[src/rtl/fetch_unit.sv]
// Instruction fetch stage: holds the PC, reads words from imem over req/rdy,
// presents decoded fields to the control unit and applies redirects/halt.
//   state   | meaning
//   S_IDLE  | one dead cycle after reset release
//   S_FETCH | imem_req high, waiting for imem_rdy (bounded by WAIT_LIMIT)
//   S_HOLD  | instruction latched and valid, waiting for dec_ready
//   S_HALT  | terminal until reset (halt request, timeout or misaligned target)
module fetch_unit #(
   parameter logic [31:0] RESET_PC   = 32'h0000_0000,
   parameter int unsigned WAIT_LIMIT = 16
) (
   input  logic            clk,
   input  logic            rst_b,
   output logic [31:0]     imem_addr,
   output logic            imem_req,
   input  logic            imem_rdy,
   input  logic [3:0][7:0] imem_data,
   input  logic            dec_ready,
   input  logic [31:0]     pc_branch,
   input  logic            pc_branch_en,
   input  logic [27:0]     pc_j,
   input  logic            pc_j_en,
   input  logic            halted,
   output logic [31:0]     inst_addr,
   output logic [5:0]      opcode,
   output logic [5:0]      func,
   output logic [4:0]      rs_num,
   output logic [4:0]      rt_num,
   output logic [4:0]      rd_num,
   output logic [4:0]      sh_amount,
   output logic [15:0]     imm,
   output logic [25:0]     address_j_format,
   output logic            inst_valid,
   output logic [31:0]     inst_count,
   output logic            fetch_err,
   output logic            halted_out
);

   localparam int unsigned WW = $clog2(WAIT_LIMIT + 1);
   localparam logic [WW-1:0] WAIT_LAST = WW'(WAIT_LIMIT - 1);

   typedef enum logic [1:0] {S_IDLE, S_FETCH, S_HOLD, S_HALT} state_t;

   state_t        r_state;
   state_t        w_state_nx;
   logic [31:0]   r_pc;
   logic [31:0]   r_inst;
   logic [31:0]   r_inst_addr;
   logic [31:0]   r_count;
   logic [WW-1:0] r_wait;
   logic          r_err;

   logic [31:0]   w_seq_pc;
   logic [31:0]   w_jump_pc;
   logic [31:0]   w_branch_pc;
   logic [31:0]   w_next_pc;
   logic          w_misaligned;
   logic          w_timeout;
   logic          w_consume;

   assign w_seq_pc     = r_inst_addr + 32'd4;
   assign w_jump_pc    = {w_seq_pc[31:28], pc_j};
   assign w_branch_pc  = r_inst_addr + pc_branch;
   assign w_next_pc    = pc_j_en ? w_jump_pc : (pc_branch_en ? w_branch_pc : w_seq_pc);
   assign w_misaligned = |w_next_pc[1:0];
   assign w_timeout    = (r_wait == WAIT_LAST);
   assign w_consume    = (r_state == S_HOLD) && !halted && dec_ready;

   always_ff @(posedge clk or negedge rst_b) begin
      if (!rst_b) r_state <= S_IDLE;
      else        r_state <= w_state_nx;
   end

   // halted outranks rdy/dec_ready in the same cycle
   always_comb begin
      w_state_nx = r_state;
      case (r_state)
         S_IDLE:  w_state_nx = S_FETCH;
         S_FETCH: begin
            if (halted)         w_state_nx = S_HALT;
            else if (imem_rdy)  w_state_nx = S_HOLD;
            else if (w_timeout) w_state_nx = S_HALT;
         end
         S_HOLD: begin
            if (halted)         w_state_nx = S_HALT;
            else if (dec_ready) w_state_nx = w_misaligned ? S_HALT : S_FETCH;
         end
         S_HALT:  w_state_nx = S_HALT;
         default: w_state_nx = S_IDLE;
      endcase
   end

   always_ff @(posedge clk or negedge rst_b) begin
      if (!rst_b) begin
         r_pc        <= RESET_PC;
         r_inst      <= 32'd0;
         r_inst_addr <= RESET_PC;
         r_count     <= 32'd0;
         r_wait      <= '0;
         r_err       <= 1'b0;
      end else begin
         if (r_state == S_FETCH && !halted) begin
            if (imem_rdy) begin
               r_inst      <= imem_data;
               r_inst_addr <= r_pc;
               r_wait      <= '0;
            end else if (w_timeout) begin
               r_err <= 1'b1;
            end else begin
               r_wait <= r_wait + 1'b1;
            end
         end
         if (w_consume) begin
            r_count <= r_count + 32'd1;
            if (w_misaligned) r_err <= 1'b1;
            else              r_pc  <= w_next_pc;
         end
      end
   end

   assign imem_addr        = r_pc;
   assign imem_req         = (r_state == S_FETCH);
   assign inst_valid       = (r_state == S_HOLD);
   assign halted_out       = (r_state == S_HALT);
   assign fetch_err        = r_err;
   assign inst_count       = r_count;
   assign inst_addr        = r_inst_addr;
   assign opcode           = r_inst[31:26];
   assign rs_num           = r_inst[25:21];
   assign rt_num           = r_inst[20:16];
   assign rd_num           = r_inst[15:11];
   assign sh_amount        = r_inst[10:6];
   assign func             = r_inst[5:0];
   assign imm              = r_inst[15:0];
   assign address_j_format = r_inst[25:0];

endmodule
[config.mk]
export PLATFORM = sky130hd
export DESIGN_NAME = fetch_unit
export DESIGN_NICKNAME = d
export VERILOG_FILES = /design/src/rtl/fetch_unit.sv
export SDC_FILE = /design/constraint.sdc
export NUM_CORES = 1
export LEC_CHECK = 0
export ABC_AREA = 1
export ABC_CLOCK_PERIOD_IN_PS = 3700
export BUFFER_PORTS_ARGS = -buffer_cell sky130_fd_sc_hd__buf_2
export CAP_MARGIN = 0
export CORE_MARGIN = 2
export CORE_UTILIZATION = 25
export CTS_CLUSTER_DIAMETER = 120
export DETAILED_ROUTE_END_ITERATION = 7
export PLACE_DENSITY = 0.42
export SLEW_MARGIN = 30
export SYNTH_ARGS = -nofsm -noshare
export SYNTH_HDL_FRONTEND = slang
export SYNTH_SLANG_ARGS = --single-unit
export TNS_END_PERCENT = 30
[constraint.sdc]
create_clock -name clk -period 3.7 [get_ports clk]
set_input_delay 0 -clock clk [delete_from_list [all_inputs] [get_ports clk]]
set_output_delay 0 -clock clk [all_outputs]
set_load 0.005 [all_outputs]
==> run summary <==
Final cell count without fillers: 2164
ANT nets after route: 0
Post-CTS Resized: 0
Largest net degree at the start of global routing: 90
Crit path kind: flip-flop to flip-flop
GRT Util Overall: 18.35%
CTS Buf Count: 17
Syn nets: 1515
Worst-path cell with the longest stage delay: inv_2
Worst vdd ir: 318.4 uV
Final setup TNS: 0 ns
Die Y-Extent: 197.9 um
Post-DP HPWL: 27920 um
Inst Count DP: 2069
Synth cell count leaders: nand2_1, inv_1, dfrtp_1, nor2_1, nand3_1
Worst slew pin tran: 0.9097 ns
First-pass GRT wire length: 54450 um
P_leak: 6.999 nW
Longest Clk Path Bufs: 2
CTS H-tree depth: 4
Ys async rst share: 100.0%
Placement Setup Slack: 0.9869 ns
WL/cell: 16.40 um
Crit path cell chain: ha_1 > fa_1 > o21ai_0 > nand3_1 > nor2_1 > buf_4 > inv_2 > nor2_1 > nand2_1 > nand2_1
Sink Count: 136
Share of post-route cells with drive strength above 1: 20.53%
Hold buffer count at CTS: 63
Final Hold Viols: 0
First-pass DRT Iterations: 6
Die X: 197.9 um
Grt ovf: 0
RSZ-0062 raised after global routing: false
Largest family of logic cells by synthesized area: simple AND/OR/NAND/NOR gates
Area delta synth->final: 30.81%
Post-synth EDFFs: 0
Die ar.: 39160 sq um
Nets: 1813
Cell area after synthesis: 9398 sq um
Tcrit/Tclk final: 73.61%
Initial antenna violation count: 0
Post-synthesis adder-cell area fraction: 4.873%
Sequential-to-total area share from yosys stat: 36.21%
Synth area leader: dfrtp_1
Flip-flop and latch area: 3403 sq um
Crit path capture type: flip-flop
Diodes inserted: 0
Avg Inst Size Synth: 6.810 sq um
1st-iter DRT viols: 613
Port buffer count: 272
Most frequent cell after synthesis: nand2_1
Clock root buffer: clkbuf_16
Number of max-cap violations: 0
PD cells: 305.9 nW/um^2
Syn. warnings: 0
TritonCTS clock tree: built
Core area: 37310 sq um
Netlist cell types: 41
# rows: 71
Syn Inst Count: 1380
Vias/cell: 4.513
Synth Area in Compound Gates: 8.974%
HP Class: input pin to flip-flop
Worst-Skew Late Latency: 0.44 ns
Flop2flop setup slack: 0.98 ns
Crit-path max FO: 52
Residual DRC: 0
Starting Density: 25.19%
Worst Clk Skew: 0.009196 ns
RePlAce Congestion: 0.9331
Synth Area in XOR/XNOR: 4.194%
PnR worst setup slack: 0.9764 ns
Arr. time, crit path: 3.05 ns
Crit start category: flip-flop
#FFs+latches synth: 136
Relative slew slack: 39.35%
Post-layout util: 32.95%
Post-CTS Setup Bufs: 0
Synth Area in Simple Gates: 34.56%
Synth top area cells: dfrtp_1, nand2_1, inv_1
Minimum clock period: 2.724 ns
Drt total wl: 35480 um
Worst-path clk slew: 0.07 ns
Via count: 9766
Synth top area share: 36.21%
Top_reg_cell synth: dfrtp_1
Max incr delay on CP: 0.64 ns
Mux contribution to synthesized area: 0%
WP data required: 4.02 ns
Final setup viols: 0
Vias in the first global route: 9253
Achievable Freq: 367.2 MHz
I/O pin cnt: 273
Fillers: 4087
Multi-input gate area: 4943 sq um
Run status: completed
Slew Limit Fails: 0
-- registers in the layout (all words and copies together), names as in the netlist --
name        flops
imem_addr      32
inst_addr      32
inst_count     32
r_inst         32
r_wait          5
r_state         2
fetch_err       1
-- cell type report --
type                    instances  area share (%)
multi-input cells            1011           40.21
clock inverters                13           1.567
flip-flops and latches        136           27.68
well taps                     474           4.824
inverters                     162           4.947
clock buffers                  18           3.491
repair buffers                350           17.27
-- stage by stage --
step                hold WS, ns  instance area, sq um  total power (W)
detailed placement       0.1041                 11020         0.001872
CTS                      0.1065                 12270         0.003827
floorplan               -0.2956                  9398         0.001700
finish                   0.1325                 12290         0.003761
global route             0.1417                 12290         0.003941
global placement         0.1041                 11020         0.001876
-- critical path: cells and delay by family, from the launching register on --
family                     cells  cell delay [ns]
DFF                            1             0.42
adders and majority gates      2             0.73
buffers and inverters          2             0.81
and+or+nand+nor                5             0.52
AOI/OAI and AO/OA              1             0.08
-- metal layers --
metal / up-vias / track usage (%) / part of all wire (%) / routed length, um
li1: 4945 / - / - / -
met1: 4478 / 24.76 / 46 / 16470
met2: 305 / 29.58 / 45 / 16080
met3: 38 / 3.747 / 5.9 / 2110
met4: 0 / 5.375 / 2.3 / 822
met5: - / 0 / 0 / 0
-- report_power, final --
part	internal [W]	switching (W)
registers	0.00149	0
clock network	0.00113	0.000732
logic	0.000162	0.000245
total	0.00278	0.000978
-- placed cells by master (no fill, tap or decap), types with 5 or more instances in the layout --
cell,count
nand2_1,493
o21bai_1,6
a21oi_1,61
o21ai_0,74
nor2_2,5
dfrtp_1,136
xor2_1,27
xnor2_1,18
nor2_4,5
nor3_1,27
inv_1,159
ha_1,35
nand3_1,75
buf_2,271
clkbuf_16,17
buf_4,14
nand4_1,17
nor2_1,126
dlygate4sd3_1,63
-- logic make-up (layout without fill, tap and decap cells) --
| logic type | after synthesis | in the layout |
|---|---|---|
| AO/OA/AOI/OAI | 158 | 158 |
| XOR/XNOR | 45 | 45 |
| adder cells (fa/ha/maj) | 36 | 36 |
| buffers and inverters | 233 | 543 |
| flip-flops | 136 | 136 |
| AND/OR/NAND/NOR | 772 | 772 |
-- final timing paths --
kind / from / end / cells after the start
max in group asynchronous: rst_b / r_inst[9] / 3
min in group asynchronous: rst_b / inst_count[30] / 2
hold reg to reg: fetch_err / fetch_err / 2
hold / removal: pc_j_en / imem_addr[4] / 3
setup reg to reg: inst_addr[0] / imem_addr[25] / 10
setup / recovery: inst_addr[0] / imem_addr[25] / 10
Note: power is estimated with default switching activity, not from simulation.
